<file path="src/rtl/stack_mem_arbiter.sv">
// Shares the stack machine's single-port memory between instruction fetch and the data port.
// Define ARB_RR_EN for round-robin arbitration on ties; otherwise data has fixed priority over fetch.
module stack_mem_arbiter #(
   parameter int ADDR_W = 5,
   parameter int DATA_W = 8,
   parameter int RD_LAT = 2
) (
   input  logic              clk,
   input  logic              reset,
   input  logic              if_req,
   input  logic [ADDR_W-1:0] if_addr,
   output logic              if_gnt,
   output logic              if_rvalid,
   output logic [DATA_W-1:0] if_rdata,
   input  logic              d_req,
   input  logic              d_we,
   input  logic [ADDR_W-1:0] d_addr,
   input  logic [DATA_W-1:0] d_wdata,
   output logic              d_gnt,
   output logic              d_rvalid,
   output logic [DATA_W-1:0] d_rdata,
   output logic              mem_en,
   output logic              mem_we,
   output logic [ADDR_W-1:0] mem_addr,
   output logic [DATA_W-1:0] mem_wdata,
   input  logic [DATA_W-1:0] mem_rdata,
   output logic              busy
);

   localparam int CNT_W = (RD_LAT > 1) ? $clog2(RD_LAT) : 1;

   typedef enum logic [1:0] {
      ST_IDLE,
      ST_ISSUE,
      ST_WAIT,
      ST_RESP
   } state_t;

   state_t              state_q;
   state_t              state_d;
   logic [CNT_W-1:0]    cnt_q;
   logic                owner_fetch_q;
   logic                we_q;
   logic [ADDR_W-1:0]   addr_q;
   logic [DATA_W-1:0]   wdata_q;
   logic [DATA_W-1:0]   if_rdata_q;
   logic [DATA_W-1:0]   d_rdata_q;
   logic                pick_fetch;

`ifdef ARB_RR_EN
   logic                last_fetch_q;
`endif

   always_ff @(posedge clk or negedge reset) begin
      if (!reset) begin
         state_q <= ST_IDLE;
      end else begin
         state_q <= state_d;
      end
   end

   // Winner is only meaningful in IDLE; a lone requester always wins.
   always_comb begin
      state_d    = state_q;
`ifdef ARB_RR_EN
      pick_fetch = if_req && (!d_req || !last_fetch_q);
`else
      pick_fetch = if_req && !d_req;
`endif
      case (state_q)
         ST_IDLE: begin
            if (if_req || d_req) begin
               state_d = ST_ISSUE;
            end
         end
         ST_ISSUE: begin
            state_d = we_q ? ST_IDLE : ST_WAIT;
         end
         ST_WAIT: begin
            if (cnt_q == '0) begin
               state_d = ST_RESP;
            end
         end
         ST_RESP: begin
            state_d = ST_IDLE;
         end
         default: begin
            state_d = ST_IDLE;
         end
      endcase
   end

   always_ff @(posedge clk or negedge reset) begin
      if (!reset) begin
         cnt_q         <= '0;
         owner_fetch_q <= 1'b0;
         we_q          <= 1'b0;
         addr_q        <= '0;
         wdata_q       <= '0;
         if_rdata_q    <= '0;
         d_rdata_q     <= '0;
`ifdef ARB_RR_EN
         last_fetch_q  <= 1'b0;
`endif
      end else begin
         case (state_q)
            ST_IDLE: begin
               if (if_req || d_req) begin
                  owner_fetch_q <= pick_fetch;
                  addr_q        <= pick_fetch ? if_addr : d_addr;
                  we_q          <= !pick_fetch && d_we;
                  if (!pick_fetch) begin
                     wdata_q <= d_wdata;
                  end
               end
            end
            ST_ISSUE: begin
               cnt_q <= CNT_W'(RD_LAT - 1);
`ifdef ARB_RR_EN
               last_fetch_q <= owner_fetch_q;
`endif
            end
            ST_WAIT: begin
               if (cnt_q == '0) begin
                  if (owner_fetch_q) begin
                     if_rdata_q <= mem_rdata;
                  end else begin
                     d_rdata_q <= mem_rdata;
                  end
               end else begin
                  cnt_q <= cnt_q - 1'b1;
               end
            end
            default: begin
            end
         endcase
      end
   end

   // All outputs decode from registered state and latched payload only.
   assign busy      = (state_q != ST_IDLE);
   assign mem_en    = (state_q == ST_ISSUE);
   assign mem_we    = mem_en && we_q;
   assign mem_addr  = addr_q;
   assign mem_wdata = wdata_q;
   assign if_gnt    = mem_en && owner_fetch_q;
   assign d_gnt     = mem_en && !owner_fetch_q;
   assign if_rvalid = (state_q == ST_RESP) && owner_fetch_q;
   assign d_rvalid  = (state_q == ST_RESP) && !owner_fetch_q;
   assign if_rdata  = if_rdata_q;
   assign d_rdata   = d_rdata_q;

endmodule

</file>
<file path="config.mk">
export PLATFORM = sky130hd
export DESIGN_NAME = stack_mem_arbiter
export DESIGN_NICKNAME = d
export VERILOG_FILES = /design/src/rtl/stack_mem_arbiter.sv
export SDC_FILE = /design/constraint.sdc
export NUM_CORES = 1
export LEC_CHECK = 0
export ABC_AREA = 1
export CAP_MARGIN = 10
export CORE_UTILIZATION = 42
export CTS_CLUSTER_DIAMETER = 200
export DETAILED_ROUTE_END_ITERATION = 7
export PLACE_DENSITY = 0.79
export SLEW_MARGIN = 5
export SYNTH_ARGS = -nofsm -noshare
export SYNTH_HDL_FRONTEND = slang
export SYNTH_SLANG_ARGS = --single-unit
export TNS_END_PERCENT = 30
</file>
<file path="constraint.sdc">
create_clock -name clk -period 1.8 [get_ports clk]
set_input_delay 0.45 -clock clk [delete_from_list [all_inputs] [get_ports clk]]
set_output_delay 0.45 -clock clk [all_outputs]
set_load 0.01 [all_outputs]
</file>
# == Yosys cells after proc, flatten, opt, wreduce, memory -nomap -nowiden ==
# Cells that the tools add are included.
# word_totals
in_bits,31
output_inout_bits,36
ff_bits,34
wordCells,43
# op_classes
reduce_logical,19
n_eq_ne,5
mux,7
bitwise,3
add_sub_neg,1
# ops
op,count
$reduce_and 3->1,3
$pmux 2 s4,1
$logic_and 1x1->1,7
$mux 2,3
$mux 5,1
$eq 2x2->1 const B,2
$ne 2x2->1 const B,2
$reduce_and 2->1,2
$reduce_bool 2->1,2
$logic_not 1->1,3
$not 1->1,3
$eq 2x1->1 const B,1
$logic_not 2->1,1
$pmux 1 s2,1
$logic_or 1x1->1,1
$mux 1,1
$sub 1x1->1 const B,1

# == Depth between registers and ports, before layout ==
# Gate-level depths: netlist of the first run.
# logic_depth
depth_word,4
depth_mapped,7
depth_no_buf,7

# == Worst setup path before layout of the first run ==
# Ideal clock, no wire load.
# synth_timing
path_kind,reg-to-output
from,reg state_q[0]
to,out busy
n_path_buf,0
stages_incl_launch_ff,4
setup_slack_ns,0.469
arrival_ns,0.881
t_required_ns,1.350
cell_sequence,dfrtp_1 > inv_1 > ha_1 > inv_1
# synth_between
elab_chain_cells,1
# synth_rtl
item,line_no,text
start: declaration,39,state_t state_q;
start signal: assignment,58,state_q <= state_d;
$reduce_bool 2->1,141,assign busy = (state_q != ST_IDLE);
end: declaration,27,output logic busy
# Every way passes these cells.

# == Worst setup path after layout of the first run ==
# layout_timing
from,reg state_q[0]
to,out mem_en
# layout_between
elab_chain_cells,1
# layout_rtl
item,line_no,text
$eq 2x1->1,142,assign mem_en = (state_q == ST_ISSUE);
end: declaration,22,"output logic mem_en,"
# Every way passes these cells.

==> impl_metrics.tcl, run 1 <==
set metrics [dict create \
    grt_pass1_wl_um 5980 \
    numPortBuffers 66 \
    area_delta_synth_final_pct 52.3 \
    arrival_ps 1300 \
    core_area_um2 3660 \
    cp_cell_sequence "buf_4, ha_1, dlygate4sd2_1" \
    final_net_count 301 \
    worst-setup-path-type "reg -> out" \
    antenna_found_initial 0 \
    yosysTopAreaCell "dfrtp_1" \
    utilization 0.666 \
    hold_class "reg -> reg" \
    cts_max_path_buffers 2 \
    cts_buffers 5 \
    synth.distinct_cells 16 \
    mostFrequentLayoutCells "65 x nand2_1, 59 x clkdlybuf4s50_1, 34 x dfrtp_1" \
    cts_num_sinks 34 \
    min_to "mem_wdata[4]" \
    grt_pass1_vias 1365 \
    setup_viol 0 \
    clk_pin_slew_worst_paths_ps 70 \
    required_ps 1350 \
    slowest_stage "dfrtp_1" \
    final_common_cell "nand2_1" \
    hpwl_um 2600 \
    rsz0062_at_grt "no" \
    wl_per_cell_um 11.0 \
    ios 67 \
    fp.dieW_um 63.7 \
    tightest_slew_ps 420 \
    total_power_mw 3.90 \
    ff2ff_setup_slack_ps 230 \
    drc_errors 2 \
    status "finished with violations" \
    syn_inst 185 \
    reg2reg_depth 7 \
    whs_ps 473 \
    gp_congestion 0.759 \
    cp-start-kind "flop" \
    ys_top_cells_by_area "dfrtp_1 53%, nand2_1 15%, inv_1 7.3%" \
    power_leakage_nw 1.26 \
    insertion_delay_ps 280 \
    initial_core_util 0.437 \
    max_slew_margin 0.720 \
    via_count 1399 \
    hold_depth 2 \
    antenna_left 0 \
    routed_wl_um 3440 \
    hold_start "mem_wdata[4]" \
    vdd_drop_max_v 0.000747 \
    diodes 0 \
    cap_violations 0 \
    worstReg2RegEnd "if_rdata[6]" \
    ys_warn_count 0 \
    drt-initial-drc-count 59 \
    critPathTopFamily "buffers and inverters" \
    first_pass_iters 8 \
    yosysSeqAreaShare 0.532 \
    grt_overflow_total 0 \
    cp-end-kind "output port" \
    htree_levels 2 \
    min_period_ps 1750 \
    violations "design-rule violations" \
    synth_top_cell_area_share 0.532 \
    die_h_um 63.7 \
    clock_skew_ps 5.18 \
    clockRootBuffer "clkbuf_8" \
    grt_usage 0.195 \
    syn-num-nets 222 \
    tns_ps 0 \
    syn_area_um2 1600 \
    drv_slew 0 \
    row_count 22 \
    cp_max_fo 3 \
    r2r-start "state_q[0]" \
    drt-vias-per-instance 4.47 \
    grt_max_degree 35 \
    fmax_mhz 571 \
    power_density_nw_per_um2 1600 \
    min_period_over_period 0.973 \
    ys_ff_latch 34 \
    max_stage_delay_ps 400 \
    cts_tree "yes" \
    synth.avg_cell_area_um2 8.65 \
    fill_cells 311 \
    drive_above_1_share 0.147 \
    cp.buffers_inverters 2 \
    hold_viol 0 \
    design.die.area_um2 4060 \
]
==> repair_timing <==
action / 4_1_cts / 5_1_grt
hold buffers: 0 / 0
endpoints found under the setup margin: 7 / 5
gates resized for setup: 16 / 7
pin swaps: 0 / 0
buffers inserted: 1 / 1
==> kinds of logic (layout without fill, tap and decap cells) <==
family,after synthesis,count (layout),share of synthesized area
simple gates,90,90,0.246
flops,34,34,0.532
fa+ha+maj,6,6,0.0469
buf+inv,36,116,0.0954
compound gates,19,19,0.0797
==> stage by stage <==
step | cell area [um2] | instances | setup slack, ps
floorplan | 1600 | 185 | 469
global placement | 2350 | 303 | 36.5
detailed placement | 2350 | 303 | -17.6
CTS | 2440 | 312 | -0.0447
global route | 2440 | 313 | 2.44
finish | 2440 | 313 | 48.3
==> report_power, final <==
group          internal, mW  leakage, nW  switching [mW]
Clock                 0.307       0.0472           0.272
Sequential             1.14        0.387           0.217
Combinational          1.05        0.830           0.909
==> routing by layer <==
| layer | vias up | global-route usage | part of all wire |
|---|---|---|---|
| li1 | 722 | - | - |
| met1 | 631 | 0.227 | 0.43 |
| met2 | 38 | 0.314 | 0.50 |
| met3 | 8 | 0.0688 | 0.046 |
| met4 | 0 | 0.0966 | 0.023 |
| met5 | - | 0 | 0 |
==> final cells by class <==
cell class / count / area [um2] / area share
repair buffers: 76 / 709 / 0.291
well taps: 48 / 60.1 / 0.0246
multi-input cells: 115 / 602 / 0.247
clock buffers: 6 / 82.6 / 0.0339
clock inverters: 2 / 12.5 / 0.00513
flip-flops and latches: 34 / 851 / 0.349
inverters: 32 / 120 / 0.0493
==> synth_stat cells <==
cell / count
nand2_1: 65
dfrtp_1: 34
inv_1: 31
nand3_1: 15
o21ai_0: 9
o21ai_2: 8
ha_1: 6
nor2_1: 6
buf_2: 2
buf_6: 2
nand3_4: 2
a21oi_1: 1
inv_2: 1
nand4_1: 1
nor2_4: 1
o21a_1: 1
==> flip-flops by register name (all words and copies together), names as in the netlist, named ones only <==
signal / flops
owner_fetch_q: 1
mem_addr: 5
cnt_q: 1
d_rdata: 8
we_q: 1
mem_wdata: 8
state_q: 1
if_rdata: 8
==> how the worst max path moves through the flow <==
stage / from / endpoint / slack, ps / cells past startpoint
finish: state_q[0] / mem_en / 50 / 3
floorplan: state_q[0] / busy / 470 / 3
CTS: flop / d_gnt / -0.04 / 5
global route: state_q[0] / mem_en / 2 / 3
detailed placement: flop / d_gnt / -20 / 5
global placement: state_q[0] / busy / 40 / 4
==> worst register-to-register path: cells and delay by family (launching register included) <==
family,cells,cell delay [ps]
flops,1,400
simple gates,2,400
buf+inv,3,320
fa+ha+maj,1,280
compound gates,1,60
Power figures use the tool's default switching activity.
==> run 2: changes to the inputs <==
CORE_MARGIN = 3   (was not set)
==> run 2 against run 1 <==
The run now ends clean. Final cell count shrank 0.96%. Utilization increased by 2.8 points. Via count down 2.1%. Critical endpoint is now busy.
==> impl_metrics.tcl, run 2 (synthesis gave the netlist of run 1 again) <==
set metrics [dict create \
    worst-setup-path-type "reg -> out" \
    clk_pin_slew_worst_paths_ps 70 \
    hold_viol 0 \
    min_period_ps 1790 \
    grt_pass1_wl_um 6040 \
    fill_cells 289 \
    fp.dieW_um 67.7 \
    via_count 1370 \
    required_ps 1350 \
    htree_levels 2 \
    tightest_slew_ps 753 \
    cts_hold_buf 0 \
    cap_violations 0 \
    setup_viol 0 \
    fmax_mhz 558 \
    mostFrequentLayoutCells "65 x nand2_1, 58 x clkdlybuf4s50_1, 34 x dfrtp_1" \
    critPathLaunch "state_q[0]" \
    r2r-start "state_q[0]" \
    hpwl_um 2690 \
    min_period_over_period 0.996 \
    max_stage_delay_ps 400 \
    cts_num_sinks 34 \
    grt_usage 0.179 \
    status "finished, final reports clean" \
    cp_cell_sequence "buf_4, buf_4, inv_2, ha_2, inv_2, buf_6" \
    drive_above_1_share 0.155 \
    rsz0062_at_grt "yes" \
    slowest_stage "dfrtp_1" \
    insertion_delay_ps 280 \
    max_slew_margin 0.498 \
    cp-start-kind "flop" \
    core_area_um2 3490 \
    routed_wl_um 3570 \
    diodes 0 \
    seq_area_um2 851 \
    instances_no_fill 310 \
    grt_overflow_total 0 \
    clock_skew_ps 6.56 \
    gp_congestion 0.746 \
    arrival_ps 1340 \
    clockRootBuffer "clkbuf_8" \
    drt-vias-per-instance 4.42 \
    finalWorstSetupSlack_ps 7.07 \
    area_delta_synth_final_pct 51.5 \
    multi_input_area_um2 602 \
    vdd_drop_max_v 0.000872 \
    hold_class "in -> async" \
    dpl_worst_slack_ps 16.7 \
    grt_max_degree 35 \
    cts_tree "yes" \
    power_leakage_nw 1.26 \
    drv_slew 0 \
    final_common_cell "nand2_1" \
    dp_cells 300 \
    cts_max_path_buffers 2 \
    die_h_um 67.7 \
    row_count 21 \
    cp-end-kind "output port" \
    antenna_found_initial 0 \
    first_pass_iters 4 \
    wl_per_cell_um 11.5 \
    drt-initial-drc-count 33 \
    grt_pass1_vias 1330 \
    numPortBuffers 66 \
    power_density_nw_per_um2 1620 \
    ios 67 \
    final_net_count 300 \
    initial_core_util 0.458 \
    cp_max_fo 3 \
    tns_ps 0 \
    design.die.area_um2 4590 \
    cts_buffers 5 \
    antenna_left 0 \
    drc_errors 0 \
]
-- run 2: changes by cell type in the layout (fill, tap and decap cells not counted), sizes merged --
cell	before	now
clkbuf	10	11
clkdlybuf4s50	59	58
dlygate4sd2	1	0
-- run 2: path summary, 6_finish.rpt --
kind                                      to  slack (ps)  cells past startpoint
min in group clk                mem_wdata[5]         470                      2
worst max register to register   if_rdata[2]         170                      8
worst min register to register  mem_wdata[5]         470                      2
max in group asynchronous       mem_wdata[3]        1090                      1
worst min-delay path              d_rdata[3]         230                      1
worst max-delay path                    busy           7                      6
-- run 2: final cells by class --
cell class,count,area share
clock buffers,6,0.0341
multi-input cells,115,0.248
flip-flops and latches,34,0.351
inverters,32,0.0495
well taps,46,0.0237
repair buffers,75,0.288
clock inverters,2,0.00516
-- run 2: where the power goes --
part / switching, mW / internal (mW) / total (mW)
logic: 0.920 / 1.06 / 1.98
registers: 0.221 / 1.14 / 1.36
clock network: 0.273 / 0.307 / 0.580
total: 1.41 / 2.51 / 3.93
-- run 2: through the flow --
stage,hold slack (ps),total power [mW],instance area (um2),utilization
final,226,3.93,2420,0.694
after global placement,454,3.32,2330,0.668
after detailed placement,462,3.37,2330,0.668
after CTS,237,3.99,2440,0.699
after floorplan,154,2.26,1600,-
after global routing,275,4.26,2420,0.694
-- run 2: routing by layer --
| metal | track usage | vias up | wire, um |
|---|---|---|---|
| met1 | 0.228 | 610 | 1570 |
| met3 | 0.0549 | 6 | 161 |
| met4 | 0.0734 | 0 | 63 |
| met2 | 0.281 | 34 | 1770 |
| met5 | 0 | - | 0 |
| li1 | - | 720 | - |
-- run 2: worst max-delay path: cells and delay by family (launching register included) --
family / cells / cell delay (ps)
flops: 1 / 400
fa+ha+maj: 1 / 180
buf+inv: 5 / 480
-- run 2: timing repair --
item                       4_1_cts  5_1_grt
hold endpoints to repair         0        0
setup endpoints to repair        7        7
resized for setup               17       10
buffers inserted                 2        0
pin swaps                        1        0
